===== src/rtl/md5_command_receiver.sv =====
// md5_command_receiver: packs 4 UART bytes into a 32-bit word and emits a setup-safe, stretched hasReceived strobe
// Ports: clk/reset (async, active-low) | rxData/rxValid: UART byte stream
//        dataOut: assembled word | hasReceived: word strobe (used as a clock downstream)
//        overrun/timedOut: sticky error flags | clearFlags: synchronous flag clear
module md5_command_receiver #(
    parameter int MSB_FIRST      = 1,
    parameter int PULSE_CYCLES   = 4,
    parameter int GAP_CYCLES     = 4,
    parameter int TIMEOUT_CYCLES = 1000000
) (
    input  logic        clk,
    input  logic        reset,
    input  logic [7:0]  rxData,
    input  logic        rxValid,
    input  logic        clearFlags,
    output logic [31:0] dataOut,
    output logic        hasReceived,
    output logic        overrun,
    output logic        timedOut
);
    localparam int TW   = $clog2(TIMEOUT_CYCLES);
    localparam int CMAX = (PULSE_CYCLES > GAP_CYCLES) ? PULSE_CYCLES : GAP_CYCLES;
    localparam int CW   = (CMAX > 1) ? $clog2(CMAX) : 1;

    typedef enum logic [1:0] {IDLE, SETUP, HIGH, GAP} state_t;

    state_t         state, state_next;
    logic [CW-1:0]  cnt, cnt_next;
    logic [1:0]     idx, lane;
    logic [TW-1:0]  timer;
    logic [31:0]    asm_word, word, pend_word, load_word;
    logic           pend_valid, word_done, timeout, load, take_new, pop, store, drop;

    assign lane      = (MSB_FIRST != 0) ? ~idx : idx;
    assign word_done = rxValid && idx == 2'd3;
    // an arriving byte always beats the timeout in the same cycle
    assign timeout   = !rxValid && idx != 2'd0 && timer == TW'(TIMEOUT_CYCLES - 1);

    // completed word including the byte arriving this cycle
    always_comb begin
        word = asm_word;
        word[{lane, 3'b000} +: 8] = rxData;
    end

    always_comb begin
        state_next = state;
        cnt_next   = cnt;
        load       = 1'b0;
        load_word  = word;
        take_new   = 1'b0;
        pop        = 1'b0;
        case (state)
            SETUP: begin
                state_next = HIGH;
                cnt_next   = '0;
            end
            HIGH: begin
                state_next = (cnt == CW'(PULSE_CYCLES - 1)) ? GAP : HIGH;
                cnt_next   = (cnt == CW'(PULSE_CYCLES - 1)) ? '0 : cnt + 1'b1;
            end
            GAP: begin
                state_next = (cnt == CW'(GAP_CYCLES - 1)) ? IDLE : GAP;
                cnt_next   = (cnt == CW'(GAP_CYCLES - 1)) ? '0 : cnt + 1'b1;
            end
            default: ;
        endcase
        // new work may start from IDLE or from the final GAP cycle; pending is older, so it goes first
        if (state == IDLE || (state == GAP && cnt == CW'(GAP_CYCLES - 1))) begin
            if (pend_valid) begin
                load       = 1'b1;
                pop        = 1'b1;
                load_word  = pend_word;
                state_next = SETUP;
            end else if (word_done) begin
                load       = 1'b1;
                take_new   = 1'b1;
                state_next = SETUP;
            end
        end
    end

    assign store = word_done && !take_new;
    assign drop  = store && pend_valid && !pop;

    always_ff @(posedge clk or negedge reset) begin
        if (!reset) begin
            state       <= IDLE;
            cnt         <= '0;
            idx         <= '0;
            timer       <= '0;
            asm_word    <= '0;
            dataOut     <= '0;
            hasReceived <= 1'b0;
            pend_valid  <= 1'b0;
            pend_word   <= '0;
            overrun     <= 1'b0;
            timedOut    <= 1'b0;
        end else begin
            if (rxValid) begin
                asm_word[{lane, 3'b000} +: 8] <= rxData;
                idx   <= idx + 1'b1;
                timer <= '0;
            end else if (timeout) begin
                asm_word <= '0;
                idx      <= '0;
                timer    <= '0;
            end else begin
                timer <= (idx != 2'd0) ? timer + 1'b1 : '0;
            end
            state <= state_next;
            cnt   <= cnt_next;
            if (load)
                dataOut <= load_word;
            // registered from next state so the strobe is glitch-free
            hasReceived <= (state_next == HIGH);
            pend_valid  <= (pend_valid && !pop) || store;
            if (store && !drop)
                pend_word <= word;
            overrun  <= drop | (overrun & ~clearFlags);
            timedOut <= timeout | (timedOut & ~clearFlags);
        end
    end
endmodule


===== config.mk =====
export PLATFORM = sky130hd
export DESIGN_NAME = md5_command_receiver
export DESIGN_NICKNAME = d
export VERILOG_FILES = /design/src/rtl/md5_command_receiver.sv
export SDC_FILE = /design/constraint.sdc
export NUM_CORES = 1
export LEC_CHECK = 0
export ABC_AREA = 1
export BUFFER_PORTS_ARGS = -buffer_cell sky130_fd_sc_hd__buf_4
export CAP_MARGIN = 20
export CORE_ASPECT_RATIO = 0.9
export CORE_MARGIN = 10
export CORE_UTILIZATION = 62
export CTS_BUF_LIST = sky130_fd_sc_hd__clkbuf_8
export DETAILED_ROUTE_END_ITERATION = 8
export PLACE_DENSITY_LB_ADDON = 0.12
export SETUP_SLACK_MARGIN = 0.02
export SYNTH_ARGS = -nofsm -noshare
export SYNTH_HDL_FRONTEND = slang
export SYNTH_SLANG_ARGS = --single-unit

===== constraint.sdc =====
create_clock -name clk -period 2.06 [get_ports clk]
set_input_delay 0.618 -clock clk [delete_from_list [all_inputs] [get_ports clk]]
set_output_delay 0.618 -clock clk [all_outputs]
set_load 0.01 [all_outputs]

==> out/summary.txt <==
P_int: 0.00532 W
CP Max Fanout: 8
LEAKAGE: 3.55 nW
Seq pwr share: 43.0%
Layout cells sized above 1: 19.7%
CTS buffer count: 17
GRT Overall Usage: 21.0%
Simple-gate share of the synthesized area: 26.3%
Crit-path cells: clkinv_1, ha_1, inv_1, nor2_1, nand3_4, o22ai_1, nand2_1, nand3_1
Max cap viols: 0
Largest family of logic cells by synthesized area: simple AND/OR/NAND/NOR gates
#FFs+latches synth: 126
Share of total power in the clock network: 24.0%
Synth unique cells: 32
Worst R2R Path Depth: 8
Final Hold Fails: 0
CP max-delay cell: dfrtp_2
Hpwl dp: 10.5 mm
TritonCTS clock tree: done
CP peak stage delay: 450 ps
Combinational share of power: 33.0%
Number of synthesis warnings: 0
P_sw: 0.00295 W
Max VDD drop: 0.735 mV
Initial drt markers: 651
Post-Synthesis Cell Area: 0.00615 mm²
Avg Inst Size Synth: 8.28 µm²
Layout area overhead: 16.3%
Final min period: 2040 ps
Switching Share: 35.7%
Reg2reg setup slack: 20 ps
H-tree levels: 4
Placement Rows: 34
PD cells: 1160 mW/mm²
Die area: 0.0143 mm²
Initial DRT Pass Iterations: 5
Power, Total: 0.00828 W
CP Capture Type: register
Clk_skew: 11.3 ps
Total grt overflow: 0
Vias per cell: 5.48
N_diodes: 0
Die width: 125 µm
Max Root-Sink Buffers: 2
Synth Area in XOR/XNOR: 1.28%
RSZ-0062 raised after global routing: yes
Status: finished clean
Reg2reg end: dataOut[16]
Final setup viols: 0
Critical Path AT: 2410 ps
DP Area: 0.00665 mm²
Synth Instances: 743
Antenna Violating Nets Remaining: 0
Final setup margin: 24.5 ps
Clock Sinks: 126
Max_slew headroom: 71.7%
Largest net degree at the start of global routing: 36
Fmax: 491 MHz
Synth Area in Adders: 1.63%
Routed vias: 5,133
Post-Route WL: 14.9 mm
Worst Setup SP: idx[0]
Initial core utilization: 63.4%
Top Ports: 47
Clk pin slew, worst setup/hold paths: 70 ps
Total Nets Final: 820
Clock latency on the worst-skew pair: 430 ps
Die height: 115 µm
Critical path buffers and inverters: 2
PortBufs: 46
Initial antenna violation count: 0
DR DRC count: 0
Vias in the first global route: 5,050
Fillers: 724
Slew @ Worst Pin: 425 ps
CP Data Required Time: 2430 ps
Critical path's top delay family: simple AND/OR/NAND/NOR gates
Core footprint: 0.00970 mm²
Post-synthesis compound-gate area fraction: 10.6%
# hold bufs at CTS: 0
Fin crit share: 98.8%
Root buf cell: clkbuf_8
Reg2Reg Launch Point: idx[0]
Worst Setup Path Type: reg -> reg
Critical path launch point type: register
Global-route wire length before repair: 24.8 mm
Sequential element share of the synthesized area: 51.2%
Final hold slack: 89.0 ps
Mapped Nets: 763
Gp weighted congestion: 0.913
HP Class: in -> async
Routed length per instance: 16.0 µm
Post-synthesis mux area share: 0%
Max Slew Vio Count: 0
Final setup TNS: 0 ps
Fin area: 0.00716 mm²
Post-placement worst setup slack: 40.7 ps
worst max path at each step:
stage | slack [ps] | to | depth (start not counted)
finish | 20 | dataOut[16] | 8
global route | -80 | dataOut[16] | 8
CTS | 30 | dataOut[1] | 7
detailed placement | 40 | dataOut[1] | 7
global placement | 180 | dataOut[17] | 8
floorplan | 250 | dataOut[11] | 8
metal layers:
metal | global-route usage (%) | vias to the layer above | share of wire (%)
li1 | - | 2490 | -
met1 | 28.2 | 2430 | 45
met2 | 32.1 | 190 | 47
met3 | 5.37 | 23 | 6.7
met4 | 8.13 | 0 | 1.8
met5 | 0 | - | 0
state kept, by name, indices dropped and copies added (netlist names), 2 cells and up:
register and cells:
asm_word 32, dataOut 32, pend_word 32, timer 20, cnt 2, idx 2
state 2
worst reg2reg max path, delay by kind of cell, from the launching register on:
family	cells	cell delay, ps
AND/OR/NAND/NOR	4	730
flip-flops	1	450
adder cells (fa/ha/maj)	1	310
AO/OA/AOI/OAI	1	290
buffers and inverters	2	190
synth_stat cells:
cell type	instances	area (µm²)
nor2_1	57	214
buf_6	5	56.3
nand4_1	3	18.8
xor2_1	7	61.3
clkbuf_1	7	26.3
buf_4	4	30.0
buf_12	2	40.0
o31ai_1	1	7.51
nand2_1	232	871
nand4_2	1	12.5
nand3_1	67	335
nor2_8	1	20.0
nand2_2	8	50.1
inv_2	7	26.3
inv_1	83	312
clkbuf_2	2	10.0
o21ai_2	19	166
o22ai_1	29	181
a21oi_1	5	25.0
ha_1	8	100
clkinv_1	2	7.51
nor2_4	2	22.5
dfrtp_1	126	3150
nor3_1	3	15.0
o211ai_1	18	135
nor2_2	3	18.8
o21ai_1	2	10.0
buf_2	9	45.0
o21ai_0	25	125
xnor2_1	2	17.5
nand2_4	2	22.5
nand3_4	1	17.5
metrics by stage:
| step | utilization [%] | std cells |
|---|---|---|
| 3_5_place_dp | 68.6 | 906 |
| 4_1_cts | 72.3 | 936 |
| 5_1_grt | 73.8 | 937 |
| 2_1_floorplan | - | 743 |
| 6_report | 73.8 | 937 |
| 3_3_place_gp | 68.6 | 906 |
power by group through the flow:
stage               combinational [W]  sequential, W  clock (W)
floorplan                     0.00159        0.00361          0
global placement              0.00250        0.00355          0
detailed placement            0.00259        0.00359          0
CTS                           0.00260        0.00355    0.00201
global route                  0.00305        0.00364    0.00212
finish                        0.00273        0.00356    0.00199
layout make-up:
| class | instances | area (µm²) | area share (%) |
|---|---|---|---|
| Clock inverter | 12 | 108 | 1.50 |
| Timing Repair Buffer | 67 | 557 | 7.78 |
| Sequential cell | 126 | 3150 | 44.1 |
| Clock buffer | 18 | 248 | 3.46 |
| Inverter | 92 | 345 | 4.82 |
| Multi-Input combinational cell | 496 | 2590 | 36.2 |
| Tap cell | 126 | 158 | 2.20 |
cell families (layout without fill, tap and decap cells):
logic type               after synthesis  count (layout)
AO/OA/AOI/OAI                         99              99
adder cells (fa/ha/maj)                8               8
XOR/XNOR                               9               9
flip-flops                           126             126
buffers and inverters                121             189
AND/OR/NAND/NOR                      380             380
cells in the final DEF, fill, tap and decap left out, drive strengths merged, types with 3 or more instances in the layout:
| cell type | instances |
|---|---|
| ha | 8 |
| dfrtp | 126 |
| o21ai | 46 |
| inv | 94 |
| nor3 | 3 |
| nand2 | 242 |
| buf | 67 |
| clkinv | 7 |
| nand3 | 68 |
| a21oi | 5 |
| o211ai | 18 |
| xor2 | 7 |
| nor2 | 63 |
| nand4 | 4 |
| o22ai | 29 |
| clkbuf | 18 |
timing repair:
action / 4_1_cts / 5_1_grt
setup buffers: 0 / 1
setup endpoints to repair: 0 / 97
gates resized for setup: 0 / 34
Note: power is estimated with default switching activity, not from simulation.
